`config.mk`:
```
export PLATFORM = sky130hd
export DESIGN_NAME = slt_iterative
export DESIGN_NICKNAME = d
export VERILOG_FILES = /design/src/rtl/slt_iterative.sv
export SDC_FILE = /design/constraint.sdc
export NUM_CORES = 1
export LEC_CHECK = 0
export BUFFER_PORTS_ARGS = -buffer_cell sky130_fd_sc_hd__buf_2
export CAP_MARGIN = 20
export CORE_UTILIZATION = 40
export CTS_CLUSTER_SIZE = 40
export DETAILED_ROUTE_END_ITERATION = 10
export PLACE_DENSITY = 0.57
export SETUP_SLACK_MARGIN = 0.02
export SYNTH_ARGS = -nofsm -noshare
export SYNTH_HDL_FRONTEND = slang
export SYNTH_SLANG_ARGS = --single-unit
```
`constraint.sdc`:
```
create_clock -name clk -period 5.6 [get_ports clk]
set_input_delay 0.28 -clock clk [delete_from_list [all_inputs] [get_ports clk]]
set_output_delay 0.28 -clock clk [all_outputs]
set_load 0.02 [all_outputs]
```
`src/rtl/slt_iterative.sv`:
```
// slt_iterative: multi-cycle signed/unsigned less-than and equality comparator.
// Each RUN cycle takes one W-bit chunk of the operands, starting with the least
// significant chunk. The chunk goes through a subtract slice (a + ~b + carry)
// whose carry is held in a register between cycles. A full compare therefore
// takes N/W cycles.
//
// Ports
//   clk      in   clock, rising edge
//   rst      in   synchronous reset, active-high
//   i_valid  in   request valid
//   o_ready  out  request accepted when high (IDLE only)
//   a, b     in   N-bit operands, sampled on accept
//   op       in   00 SLT, 01 SLTU, 10 EQ, 11 NE, sampled on accept
//   o_valid  out  result valid (DONE only)
//   i_ready  in   consumer takes the result
//   out      out  compare result, held until the next result or reset
module slt_iterative #(
  parameter int unsigned N = 32,
  parameter int unsigned W = 8
) (
  input  logic         clk,
  input  logic         rst,
  input  logic         i_valid,
  output logic         o_ready,
  input  logic [N-1:0] a,
  input  logic [N-1:0] b,
  input  logic [1:0]   op,
  output logic         o_valid,
  input  logic         i_ready,
  output logic         out
);

  localparam int unsigned CHUNKS = N / W;
  localparam int unsigned IDX_W  = (CHUNKS > 1) ? $clog2(CHUNKS) : 1;

  localparam logic [1:0] OP_SLT  = 2'b00;
  localparam logic [1:0] OP_SLTU = 2'b01;
  localparam logic [1:0] OP_EQ   = 2'b10;
  localparam logic [1:0] OP_NE   = 2'b11;

  // Parameter legality is checked at elaboration time.
  if ((N % W) != 0) begin : g_bad_w
    $error("slt_iterative: N (%0d) must be a multiple of W (%0d)", N, W);
  end
  if (N < 2) begin : g_bad_n
    $error("slt_iterative: N (%0d) must be at least 2", N);
  end

  typedef enum logic [1:0] {
    S_IDLE = 2'd0,
    S_RUN  = 2'd1,
    S_DONE = 2'd2
  } state_t;

  // State and datapath registers
  state_t           r_state;
  logic [N-1:0]     r_a;
  logic [N-1:0]     r_b;
  logic             r_a_sign;
  logic             r_b_sign;
  logic [1:0]       r_op;
  logic [IDX_W-1:0] r_idx;
  logic             r_carry;
  logic             r_zero;
  logic             r_out;
  logic             r_ready;
  logic             r_valid;

  // Next-state values
  state_t           w_state_nx;
  logic [N-1:0]     w_a_nx;
  logic [N-1:0]     w_b_nx;
  logic             w_a_sign_nx;
  logic             w_b_sign_nx;
  logic [1:0]       w_op_nx;
  logic [IDX_W-1:0] w_idx_nx;
  logic             w_carry_nx;
  logic             w_zero_nx;
  logic             w_out_nx;

  // Subtract slice on the current chunk. The operand registers shift right by W
  // each cycle, so the current chunk is always in the low W bits.
  logic [W:0]       w_sum;
  logic [W-1:0]     w_d;
  logic             w_c;
  logic             w_zero_upd;
  logic             w_last;

  assign w_sum      = {1'b0, r_a[W-1:0]} + {1'b0, ~r_b[W-1:0]} + (W+1)'(r_carry);
  assign w_d        = w_sum[W-1:0];
  assign w_c        = w_sum[W];
  assign w_zero_upd = r_zero & (w_d == '0);
  assign w_last     = (r_idx == IDX_W'(CHUNKS - 1));

  // State register and datapath registers
  always_ff @(posedge clk) begin
    if (rst) begin
      r_state  <= S_IDLE;
      r_a      <= '0;
      r_b      <= '0;
      r_a_sign <= 1'b0;
      r_b_sign <= 1'b0;
      r_op     <= OP_SLT;
      r_idx    <= '0;
      r_carry  <= 1'b1;
      r_zero   <= 1'b1;
      r_out    <= 1'b0;
      r_ready  <= 1'b1;
      r_valid  <= 1'b0;
    end else begin
      r_state  <= w_state_nx;
      r_a      <= w_a_nx;
      r_b      <= w_b_nx;
      r_a_sign <= w_a_sign_nx;
      r_b_sign <= w_b_sign_nx;
      r_op     <= w_op_nx;
      r_idx    <= w_idx_nx;
      r_carry  <= w_carry_nx;
      r_zero   <= w_zero_nx;
      r_out    <= w_out_nx;
      r_ready  <= (w_state_nx == S_IDLE);
      r_valid  <= (w_state_nx == S_DONE);
    end
  end

  // Next-state and datapath update logic
  always_comb begin
    w_state_nx  = r_state;
    w_a_nx      = r_a;
    w_b_nx      = r_b;
    w_a_sign_nx = r_a_sign;
    w_b_sign_nx = r_b_sign;
    w_op_nx     = r_op;
    w_idx_nx    = r_idx;
    w_carry_nx  = r_carry;
    w_zero_nx   = r_zero;
    w_out_nx    = r_out;

    unique case (r_state)
      S_IDLE: begin
        if (i_valid && r_ready) begin
          w_a_nx      = a;
          w_b_nx      = b;
          w_a_sign_nx = a[N-1];
          w_b_sign_nx = b[N-1];
          w_op_nx     = op;
          w_idx_nx    = '0;
          w_carry_nx  = 1'b1;
          w_zero_nx   = 1'b1;
          w_state_nx  = S_RUN;
        end
      end

      S_RUN: begin
        w_a_nx     = N'(r_a >> W);
        w_b_nx     = N'(r_b >> W);
        w_carry_nx = w_c;
        w_zero_nx  = w_zero_upd;
        w_idx_nx   = r_idx + IDX_W'(1);
        if (w_last) begin
          unique case (r_op)
            // On a sign mismatch the negative operand is the smaller one.
            // With equal signs the difference cannot overflow, so its sign
            // bit gives the answer.
            OP_SLT:  w_out_nx = (r_a_sign != r_b_sign) ? r_a_sign : w_d[W-1];
            OP_SLTU: w_out_nx = ~w_c;
            OP_EQ:   w_out_nx = w_zero_upd;
            OP_NE:   w_out_nx = ~w_zero_upd;
            default: w_out_nx = 1'b0;
          endcase
          w_state_nx = S_DONE;
        end
      end

      S_DONE: begin
        if (i_ready) begin
          w_state_nx = S_IDLE;
        end
      end

      default: begin
        w_state_nx = S_IDLE;
      end
    endcase
  end

  assign o_ready = r_ready;
  assign o_valid = r_valid;
  assign out     = r_out;

endmodule

```
**Word level (Yosys, flattened, before mapping)**

Cells that the tools add are included.

- Register bits: 77
- Output and inout bits: 3
- Word-level logic and storage cells: 52

- Add/sub/neg operators: 3
- Equality and inequality tests: 9
- Multiplexer cells: 15
- Bitwise operators: 4
- Reductions and logical operators: 9

Operators by type and width:

| kind | count |
|---|---|
| $pmux 32 s2 | 2 |
| $mux 32 | 2 |
| $eq 2x2->1 const B | 5 |
| $add 8x8->9 | 1 |
| $add 9x1->9 | 1 |
| $logic_not 8->1 | 1 |
| $mux 2 | 4 |
| $not 8->8 | 1 |
| $logic_not 2->1 | 3 |
| $pmux 2 s3 | 1 |
| $reduce_and 2->1 | 3 |
| $eq 2x1->1 const B | 2 |
| $pmux 1 s2 | 2 |
| $pmux 1 s4 | 1 |
| $pmux 2 s2 | 1 |
| $add 2x1->2 const B | 1 |
| $mux 1 | 2 |
| $ne 2x2->1 const B | 1 |
| $not 1->1 | 2 |
| $reduce_bool 2->1 | 1 |
| $and 1x1->1 | 1 |
| $logic_and 1x1->1 | 1 |
| $ne 1x1->1 | 1 |

**Logic depth before layout (Yosys ltp)**

Gate-level depths: netlist of run 1.

- Depth after elaboration: 7
- Depth in mapped cells: 9
- Depth with buffers taken out: 9

**Worst setup path before layout of run 1**

Ideal clock, no wire load.

- Path type: register to register
- From: register r_a[0]
- To: register r_out (netlist: out)
- Library setup time: 0.086 ns
- Arrival time: 2.516 ns
- Data required time: 5.514 ns
- Path slack: 2.998 ns
- Cell stages (with the launch flop): 10
- Path buffers: 0
- Period minus slack after synthesis: 2.602 ns
- Path through: dfxtp_1 > inv_1 > fa_1 > fa_1 > nand3_1 > a21oi_1 > o221ai_1 > or4_4 > or3_1 > a211oi_1

- Longest elaborated chain between the ends: 6

RTL lines:

| item | RTL line | source |
|---|---|---|
| start, declared | 57 | `logic [N-1:0] r_a;` |
| start signal, assigned | 112 | `r_a <= w_a_nx;` |
| $add 8x8->9 (*) | 89 | `assign w_sum = {1'b0, r_a[W-1:0]} + {1'b0, ~r_b[W-1:0]} + (W+1)'(r_carry);` |
| $add 9x1->9 (*) | 89 |  |
| $logic_not 8->1 | 92 | `assign w_zero_upd = r_zero & (w_d == '0);` |
| $and 1x1->1 | 92 |  |
| $not 1->1 | 168 | `OP_NE: w_out_nx = ~w_zero_upd;` |
| $pmux 1 s4 (*) | 161 | `unique case (r_op)` |
| end signal, assigned | 120 | `r_out <= w_out_nx;` |
| end, declared | 65 | `logic r_out;` |

Mark *: on every way between the ends. The rest lies on a longest branch, timed or not.
A chain may end at the register's enable or synchronous reset.

**Final worst setup path of run 1**

Ends and elaborated chain as after synthesis.

==> impl_metrics.py, run 1 <==
metrics = {
    "power_and_ir_drop": {
        "peakVddDrop_mv": 0.200,
        "leakagePower_uw": 0.00176,
        "power_density_nw_per_um2": 339,
        "power.total_uw": 1400,
    },
    "floorplanning": {
        "die_height_um": 95.7,
        "start_util_pct": 42.1,
        "dieArea_um2": 9160,
        "placeableCoreArea_um2": 8340,
        "fp.dieW_um": 95.7,
        "io_pins": 73,
        "fp-row-count": 33,
    },
    "yosys": {
        "ys_ff_latch": 77,
        "yosysMostFrequentCell": "nand2_1",
        "synth-edff-count": 0,
        "syn_inst": 441,
        "synth_area_leaders": "dfxtp_1 44%, a311oi_1 12%, nand2_1 11%",
        "yosysTopAreaCell": "dfxtp_1",
        "synthFlopType": "dfxtp_1",
        "seq_area_frac_synth_pct": 43.9,
        "syn_area_per_cell_um2": 7.96,
        "synth_area_um2": 3510,
        "synth_common_cells": "106 x nand2_1, 79 x nor2_1, 77 x dfxtp_1",
        "async_flop_share_pct": 0,
        "synth_warnings": 0,
        "postSynthNetCount": 521,
        "synth_cell_types": 41,
        "synth_top_area_share_pct": 43.9,
    },
    "clocking": {
        "clkSlewWorstSetupHoldPaths_ns": 0.08,
        "clock_latency_ns": 0.35,
        "cts_setup_buffers": 0,
        "tritoncts": "built",
        "htreeDepth": 3,
        "clkSinkCount": 77,
        "clockBufferDepth": 2,
        "ctsHoldBuffers": 0,
        "numCtsBuffers": 9,
        "clockRootBuffer": "clkbuf_8",
        "cts_resized": 0,
    },
    "run_status": {
        "status": "complete, no violations",
    },
    "sta": {
        "clock_skew_ns": 0.0124,
        "tightest_slew_ns": 1.01,
        "fin_ws_ns": 2.81,
        "rsz0062_at_grt": "no",
        "setup_viol": 0,
        "max_freq_mhz": 359,
        "slew_viol_final": 0,
        "period_needed_ns": 2.79,
        "hold_violations": 0,
        "slew_headroom_pct": 32.9,
        "setup_tns_ns": 0,
        "period_share_pct": 49.7,
    },
    "placement": {
        "placed_cell_area_um2": 3930,
        "io_buffers": 72,
        "preCtsSetupSlack_ns": 2.85,
        "gp_congestion": 0.876,
        "placed_cells": 588,
        "dp_hpwl_mm": 5.61,
    },
    "setup_path": {
        "cp-start-kind": "flop",
        "endpoint_kind": "flop",
        "path_max_fanout": 3,
        "crit_required_ns": 5.86,
        "worstPathArrival_ns": 3.05,
        "worstSetupPathType": "flop to flop",
    },
    "grt": {
        "antenna_found_initial": 0,
        "grt_pass1_wl_mm": 14.2,
        "first_global_vias": 2992,
        "grt_max_degree": 77,
        "grt_usage_pct": 19.9,
        "grt.overflow.total": 0,
    },
    "min_path": {
        "hold_path_class": "input port to flop",
    },
    "layout": {
        "final-instance-count-excl-fill": 604,
        "fill_cells": 855,
        "fin_nets": 574,
        "n_antenna_cell": 0,
        "final_area_um2": 4140,
        "area_delta_synth_final_pct": 17.9,
        "drive_gt1_share_pct": 20.2,
    },
    "routing": {
        "vias": 3185,
        "via_per_inst": 5.27,
        "drtPass1Iterations": 4,
        "wl_per_cell_um": 14.0,
        "ant_nets": 0,
        "wl_mm": 8.48,
        "route.detailed.drc": 0,
        "first_iter_violations": 150,
    },
    "flow_run": {
        "drv_cap": 0,
    },
}
per-stage QoR:
step | hold slack [ns] | utilization, %
2_1_floorplan | 0.427 | -
3_3_place_gp | 0.444 | 47.1
3_5_place_dp | 0.454 | 47.1
4_1_cts | 0.162 | 49.6
5_1_grt | 0.169 | 49.6
6_report | 0.168 | 49.6
path summary, 6_finish.rpt:
| path | depth (start not counted) | to | from | slack (ns) |
|---|---|---|---|---|
| min | 3 | r_a[26] | a[26] | 0.17 |
| max | 9 | out | r_a[0] | 2.81 |
| min reg2reg | 2 | r_a[31] | r_a[31] | 0.47 |
| max reg2reg | 9 | out | r_a[0] | 2.81 |
cell usage in the layout (no fill, tap or decap), drive strengths merged, types with 3 or more instances in the layout:
cell type    n
ha           8
a211oi       3
inv         14
a22oi       15
nor2        79
nand2b       6
clkbuf      13
a21oi       13
nand2      106
a311oi      48
dfxtp       77
buf         76
nor2b        3
mux2i        3
final cells by class:
class | count | area, um2 | share of cell area, %
multi-input combinational | 316 | 1810 | 43.8
sequential | 77 | 1540 | 37.2
timing repair buffer | 76 | 390 | 9.43
clock buffer | 13 | 169 | 4.08
tap | 105 | 131 | 3.17
inverter | 14 | 52.6 | 1.27
clock inverter | 3 | 42.5 | 1.03
layer usage:
metal	up-vias	part of all wire (%)	track usage (%)
li1	1651	-	-
met1	1475	52	28.4
met2	49	44	30.2
met3	10	2.9	2.95
met4	0	1.5	7.09
met5	-	0	0
where the power goes:
part	total [uW]	switching, uW	internal, uW
sequential	638	33.9	604
combinational	325	190	135
clock	441	199	242
critical path: stages, from the launching register on:
cell and delay [ns]:
dfxtp_1 0.33, inv_1 0.06, fa_1 0.46, fa_1 0.50
nand3_1 0.08, a21oi_1 0.12, o221ai_1 0.12, or4_4 0.51
or3_1 0.33, a211oi_1 0.20
sequential cells by signal (all words and copies together), names as in the netlist, 2 cells and up:
signal and flops:
r_b 32, r_idx 2, r_state 2, r_op 2
r_a 32
cells by family (layout without fill, tap and decap cells):
family	Yosys count	after routing	share of synthesized area [%]
xor+xnor	2	2	0.499
buf+inv	48	106	5.13
simple gates	206	206	23.9
mux	3	3	0.855
flops	77	77	43.9
compound gates	95	95	21.7
fa+ha+maj	10	10	3.99
Note: power is estimated with default switching activity, not from simulation.
==> run 2, diff against run 1 <==
--- a/config.mk
+++ b/config.mk
@@ -5,6 +5,7 @@
 export SDC_FILE = /design/constraint.sdc
 export NUM_CORES = 1
 export LEC_CHECK = 0
+export ABC_AREA = 1
 export BUFFER_PORTS_ARGS = -buffer_cell sky130_fd_sc_hd__buf_2
 export CAP_MARGIN = 20
 export CORE_UTILIZATION = 40
==> constraint.sdc (replaced) <==
create_clock -name clk -period 2.6 [get_ports clk]
set_input_delay 0.13 -clock clk [delete_from_list [all_inputs] [get_ports clk]]
set_output_delay 0.13 -clock clk [all_outputs]
set_load 0.02 [all_outputs]
==> run 2 against run 1 <==
Core utilization is 0.18 points lower. Wire length fell by 3.6%. First-iteration DRC count shrank 22%. Largest power group unchanged. Maximum frequency rose by 26%.
==> impl_metrics.py, run 2 <==
metrics = {
    "yosys": {
        "synthFlopType": "dfxtp_1",
        "synth_area_um2": 3520,
        "async_flop_share_pct": 0,
        "syn_inst": 482,
        "yosysMostFrequentCell": "nand2_1",
        "postSynthNetCount": 562,
        "ys_ff_latch": 77,
        "synth_area_leaders": "dfxtp_1 44%, nand2_1 18%, a31oi_1 8.5%",
        "synth_cell_types": 30,
        "synth_common_cells": "166 x nand2_1, 77 x dfxtp_1, 48 x a31oi_1",
        "yosysTopAreaCell": "dfxtp_1",
        "synth-edff-count": 0,
        "syn_area_per_cell_um2": 7.29,
        "synth_top_area_share_pct": 43.8,
        "seq_area_frac_synth_pct": 43.8,
        "synth_warnings": 0,
    },
    "setup_path": {
        "r2r_cells": 13,
        "worstSetupPathType": "flop to flop",
        "r2r_slack_ns": 0.39,
        "cp-endpoint": "out",
        "path_max_fanout": 2,
        "endpoint_kind": "flop",
        "cp_slowest_cell": "fa_1",
        "r2r-start": "r_a[0]",
        "worstPathArrival_ns": 2.48,
        "worst_path_most_repeated_cell": "nand2_1",
        "r2r-end": "out",
        "startpoint": "r_a[0]",
        "cp-start-kind": "flop",
        "timing.critical_path.slowest_cell_delay_ns": 0.50,
        "cp_cell_sequence": "inv_1, fa_1, fa_1, nand2_1, nor2_1, nand2_1, a21oi_1, nand3_1, nor2_4, nand3_2, nand2_1, nand2_1, a21oi_2",
        "crit_required_ns": 2.87,
    },
    "clocking": {
        "clockBufferDepth": 2,
        "tritoncts": "built",
        "ctsHoldBuffers": 0,
        "numCtsBuffers": 9,
        "htreeDepth": 3,
        "clkSinkCount": 77,
        "cts_resized": 0,
        "cts_setup_buffers": 0,
        "clkSlewWorstSetupHoldPaths_ns": 0.07,
        "clockRootBuffer": "clkbuf_8",
        "clock_latency_ns": 0.34,
    },
    "power_and_ir_drop": {
        "power_density_nw_per_um2": 716,
        "power.total_uw": 2950,
        "peakVddDrop_mv": 0.290,
        "leakagePower_uw": 0.00183,
    },
    "grt": {
        "grt.overflow.total": 0,
        "grt_pass1_wl_mm": 14.1,
        "grt_max_degree": 59,
        "grt_usage_pct": 20.0,
        "antenna_found_initial": 0,
        "first_global_vias": 3054,
    },
    "flow_run": {
        "drv_cap": 0,
    },
    "layout": {
        "reg_top3": "r_a x32, r_b x32",
        "drive_gt1_share_pct": 20.2,
        "n_antenna_cell": 0,
        "multi_input_area_um2": 1730,
        "fin_nets": 622,
        "area_delta_synth_final_pct": 17.3,
        "final_common_cell": "nand2_1",
        "fill_cells": 857,
        "final-seq-area_um2": 1540,
        "final_cell_mix": "166 x nand2_1, 77 x dfxtp_1, 72 x buf_2",
    },
    "sta": {
        "setup_tns_ns": 0,
        "slew_headroom_pct": 47.9,
        "setup_viol": 0,
        "period_share_pct": 84.9,
        "clock_skew_ns": 0.0142,
        "slew_viol_final": 0,
        "period_needed_ns": 2.21,
        "max_freq_mhz": 453,
        "tightest_slew_ns": 0.781,
        "rsz0062_at_grt": "no",
        "hold_violations": 0,
    },
    "routing": {
        "route.detailed.drc": 0,
        "wl_mm": 8.17,
        "ant_nets": 0,
        "first_iter_violations": 117,
        "vias": 3172,
        "via_per_inst": 4.88,
        "wl_met2_mm": 3.67,
        "wl_per_cell_um": 12.6,
        "wl_met3_um": 178,
        "met1_length_mm": 4.20,
        "drtPass1Iterations": 4,
        "highest_layer": "met4",
    },
    "min_path": {
        "hold_path_class": "input port to flop",
    },
    "floorplanning": {
        "placeableCoreArea_um2": 8340,
        "start_util_pct": 42.2,
        "fp-row-count": 33,
        "die_height_um": 95.8,
        "dieArea_um2": 9170,
        "fp.dieW_um": 95.8,
        "io_pins": 73,
    },
    "placement": {
        "dp_hpwl_mm": 5.71,
        "io_buffers": 72,
        "gp_congestion": 0.858,
    },
    "run_status": {
        "status": "complete, no violations",
    },
}
## run 2: changes by cell type in the layout (fill, tap and decap cells not counted), moves of 5 or more
cell	delta
nor2_1	-70
nand2_1	+60
a311oi_1	-48
a31oi_1	+47
o21ai_0	+44
a21oi_1	+17
a22oi_1	-15
inv_1	+14
nand3_1	+7
o21ai_1	+7
nand2b_1	-5
## run 2: layer usage
| metal | up-vias | track usage [%] |
|---|---|---|
| met5 | - | 0 |
| met4 | 0 | 7.46 |
| met3 | 10 | 2.92 |
| met2 | 42 | 32.1 |
| met1 | 1390 | 27.1 |
| li1 | 1730 | - |
## run 2: stage by stage
stage	area (um2)	setup WS (ns)	std cells	utilization (%)	hold slack [ns]
after CTS	4120	0.375	650	49.4	0.0142
after floorplan	3520	0.517	482	-	0.211
after global placement	3930	0.438	636	47.1	0.360
after detailed placement	3930	0.373	636	47.1	0.377
final	4120	0.393	650	49.4	0.0336
after global routing	4120	0.219	650	49.4	0.0210
## run 2: cell type report
type,instances,share of cell area (%)
clock inverter,3,1.12
inverter,32,2.91
tap,105,3.19
sequential,77,37.4
timing repair buffer,78,9.83
clock buffer,11,3.67
multi-input combinational,344,41.9
## run 2: worst min-delay path by stage
stage                      from         end  slack (ns)  cells past startpoint
final                     op[0]     r_op[0]        0.03                      3
after global placement    op[0]     r_op[0]        0.36                      3
after CTS                 b[24]     r_b[24]        0.01                      3
after detailed placement  op[0]     r_op[0]        0.38                      3
after global routing      a[25]     r_a[25]        0.02                      3
after floorplan             rst  r_state[1]        0.21                      1
## run 2: kinds of logic (layout without fill, tap and decap cells)
kind of cell	after synthesis	in the layout	share of synthesized area, %
simple gates	197	197	23.4
compound gates	137	137	21.7
flops	77	77	43.8
buf+inv	61	124	7.01
fa+ha+maj	10	10	3.99
## run 2: critical path, delay by kind of cell, from the launching register on
| family | cells | cell delay, ns |
|---|---|---|
| fa+ha+maj | 2 | 0.96 |
| simple gates | 8 | 0.60 |
| flops | 1 | 0.32 |
| compound gates | 2 | 0.21 |
| buf+inv | 1 | 0.06 |
## run 2: where the power goes
part	switching, uW	internal [uW]	leakage (uW)
Sequential	65.8	1300	0.000636
Clock	417	487	0.0000975
Combinational	427	255	0.00109
==> run 3, diff against run 2 <==
==> constraint.sdc (replaced) <==
create_clock -name clk -period 2.2 [get_ports clk]
set_input_delay 0.11 -clock clk [delete_from_list [all_inputs] [get_ports clk]]
set_output_delay 0.11 -clock clk [all_outputs]
set_load 0.02 [all_outputs]
==> run 3 against run 2 <==
Final cell count rose by 2.0%. Clock power increased by 2.8%. Via count is 3.8% higher. Power up 15%. Cell area increased by 3.0%. Hold slack lost 0.016 ns. Global-route usage up 0.58 points. Largest power group unchanged.
==> impl_metrics.py, run 3 (synthesis results as in run 2) <==
metrics = {
    "sta": {
        "hold_slack_ns": 0.0180,
        "clock_skew_ns": 0.00887,
        "max_freq_mhz": 458,
        "tightest_slew_ns": 0.741,
        "fin_ws_ns": 0.0181,
        "period_share_pct": 99.2,
        "period_needed_ns": 2.18,
        "slew_viol_final": 0,
        "hold_violations": 0,
        "rsz0062_at_grt": "yes",
        "slew_headroom_pct": 50.3,
        "setup_viol": 0,
    },
    "layout": {
        "drive_gt1_share_pct": 21.7,
        "area_delta_synth_final_pct": 20.8,
        "final_common_cell": "nand2_1",
        "fill_cells": 873,
        "reg_top3": "r_a x32, r_b x32",
        "post-route-util_pct": 50.9,
        "final_cell_mix": "165 x nand2_1, 75 x dfxtp_1, 72 x buf_2",
        "fin_nets": 633,
        "n_antenna_cell": 0,
        "final-instance-count-excl-fill": 663,
    },
    "setup_path": {
        "crit_buf_inv": 1,
        "crit_required_ns": 2.48,
        "endpoint_kind": "flop",
        "worstPathArrival_ns": 2.46,
        "worst_path_most_repeated_cell": "nand2_1",
        "path_max_fanout": 2,
        "cp-start-kind": "flop",
        "cp_cell_sequence": "inv_2, fa_2, fa_2, nand2_2, nor2_1, nand2_1, a21oi_2, nand3_2, nor2_4, nand3_2, nand2_1, nand2_1, a21oi_2",
        "cp_slowest_cell": "fa_2",
        "worstSetupPathType": "flop to flop",
        "crit_family": "adder cells",
        "timing.critical_path.slowest_cell_delay_ns": 0.54,
    },
    "placement": {
        "gp_congestion": 0.815,
        "io_buffers": 72,
        "preCtsSetupSlack_ns": -0.0407,
        "placed_cells": 637,
        "dp_hpwl_mm": 5.79,
    },
    "routing": {
        "ant_nets": 0,
        "wl_per_cell_um": 12.7,
        "wl_mm": 8.41,
        "first_iter_violations": 128,
        "route.detailed.drc": 0,
        "via_per_inst": 4.97,
        "drtPass1Iterations": 4,
        "vias": 3292,
    },
    "power_and_ir_drop": {
        "peakVddDrop_mv": 0.339,
        "power_density_nw_per_um2": 802,
        "leakagePower_uw": 0.00187,
    },
    "floorplanning": {
        "io_pins": 73,
        "fp-row-count": 33,
        "die_height_um": 95.8,
        "dieArea_um2": 9170,
        "fp.dieW_um": 95.8,
        "placeableCoreArea_um2": 8340,
        "start_util_pct": 42.2,
    },
    "min_path": {
        "hold_path_class": "input port to flop",
    },
    "clocking": {
        "clock_latency_ns": 0.34,
        "tritoncts": "built",
        "clockBufferDepth": 2,
        "clockRootBuffer": "clkbuf_8",
        "htreeDepth": 3,
        "clkSlewWorstSetupHoldPaths_ns": 0.07,
        "numCtsBuffers": 9,
        "clkSinkCount": 77,
    },
    "grt": {
        "busiest_layer": "met2",
        "grt.overflow.total": 0,
        "use_met1_pct": 27.7,
        "grt_pass1_wl_mm": 14.5,
        "grt_usage_pct": 20.5,
        "grt_max_degree": 59,
        "first_global_vias": 3185,
        "grtUsageMet3_pct": 3.87,
        "antenna_found_initial": 0,
        "met2_usage_pct": 32.4,
    },
    "flow_run": {
        "drv_cap": 0,
    },
    "run_status": {
        "status": "complete, no violations",
    },
}
run 3: repair_timing:
| item | 4_1_cts | 5_1_grt |
|---|---|---|
| endpoints found under the hold margin | 9 | 0 |
| hold buffers | 9 | 0 |
| endpoints found under the setup margin | 2 | 2 |
| setup buffers | 0 | 1 |
| pin swaps | 3 | 5 |
| gates resized for setup | 4 | 6 |
run 3: stage by stage:
stage               cell area, um2  total power (uW)  setup TNS [ns]
floorplan                     3520              2250               0
global placement              3960              2460               0
detailed placement            3960              2470         -0.0407
CTS                           4230              3430               0
global route                  4250              3650          -0.126
finish                        4250              3410               0
run 3: power by group:
| part | total (uW) | switching (uW) | internal [uW] |
|---|---|---|---|
| Combinational | 858 | 523 | 335 |
| Clock | 930 | 493 | 438 |
| Sequential | 1620 | 80.2 | 1540 |
| Total | 3410 | 1100 | 2310 |
run 3: per-layer routing:
metal,share of wire [%],vias up
met5,0,-
met4,1.4,0
met1,51,1476
met3,3.0,11
li1,-,1753
met2,44,52
run 3: final timing paths:
path,start,to,slack [ns],depth (start not counted)
worst min-delay path,b[28],r_b[28],0.02,3
worst max-delay path,r_a[0],out,0.02,13
worst min register to register,r_b[27],r_b[27],0.46,2
worst max register to register,r_a[0],out,0.02,13
run 3: layout make-up:
class,instances,area (um2),area share [%]
clock buffer,12,145,3.42
clock inverter,4,23.8,0.560
inverter,32,120,2.83
multi-input combinational,344,1750,41.1
sequential,77,1540,36.3
tap,105,131,3.09
timing repair buffer,89,536,12.6
run 3: worst min-delay path: cells and delay by family:
kind            cells  cell delay, ns
buf+inv             1            0.09
simple gates        1            0.05
compound gates      1            0.05
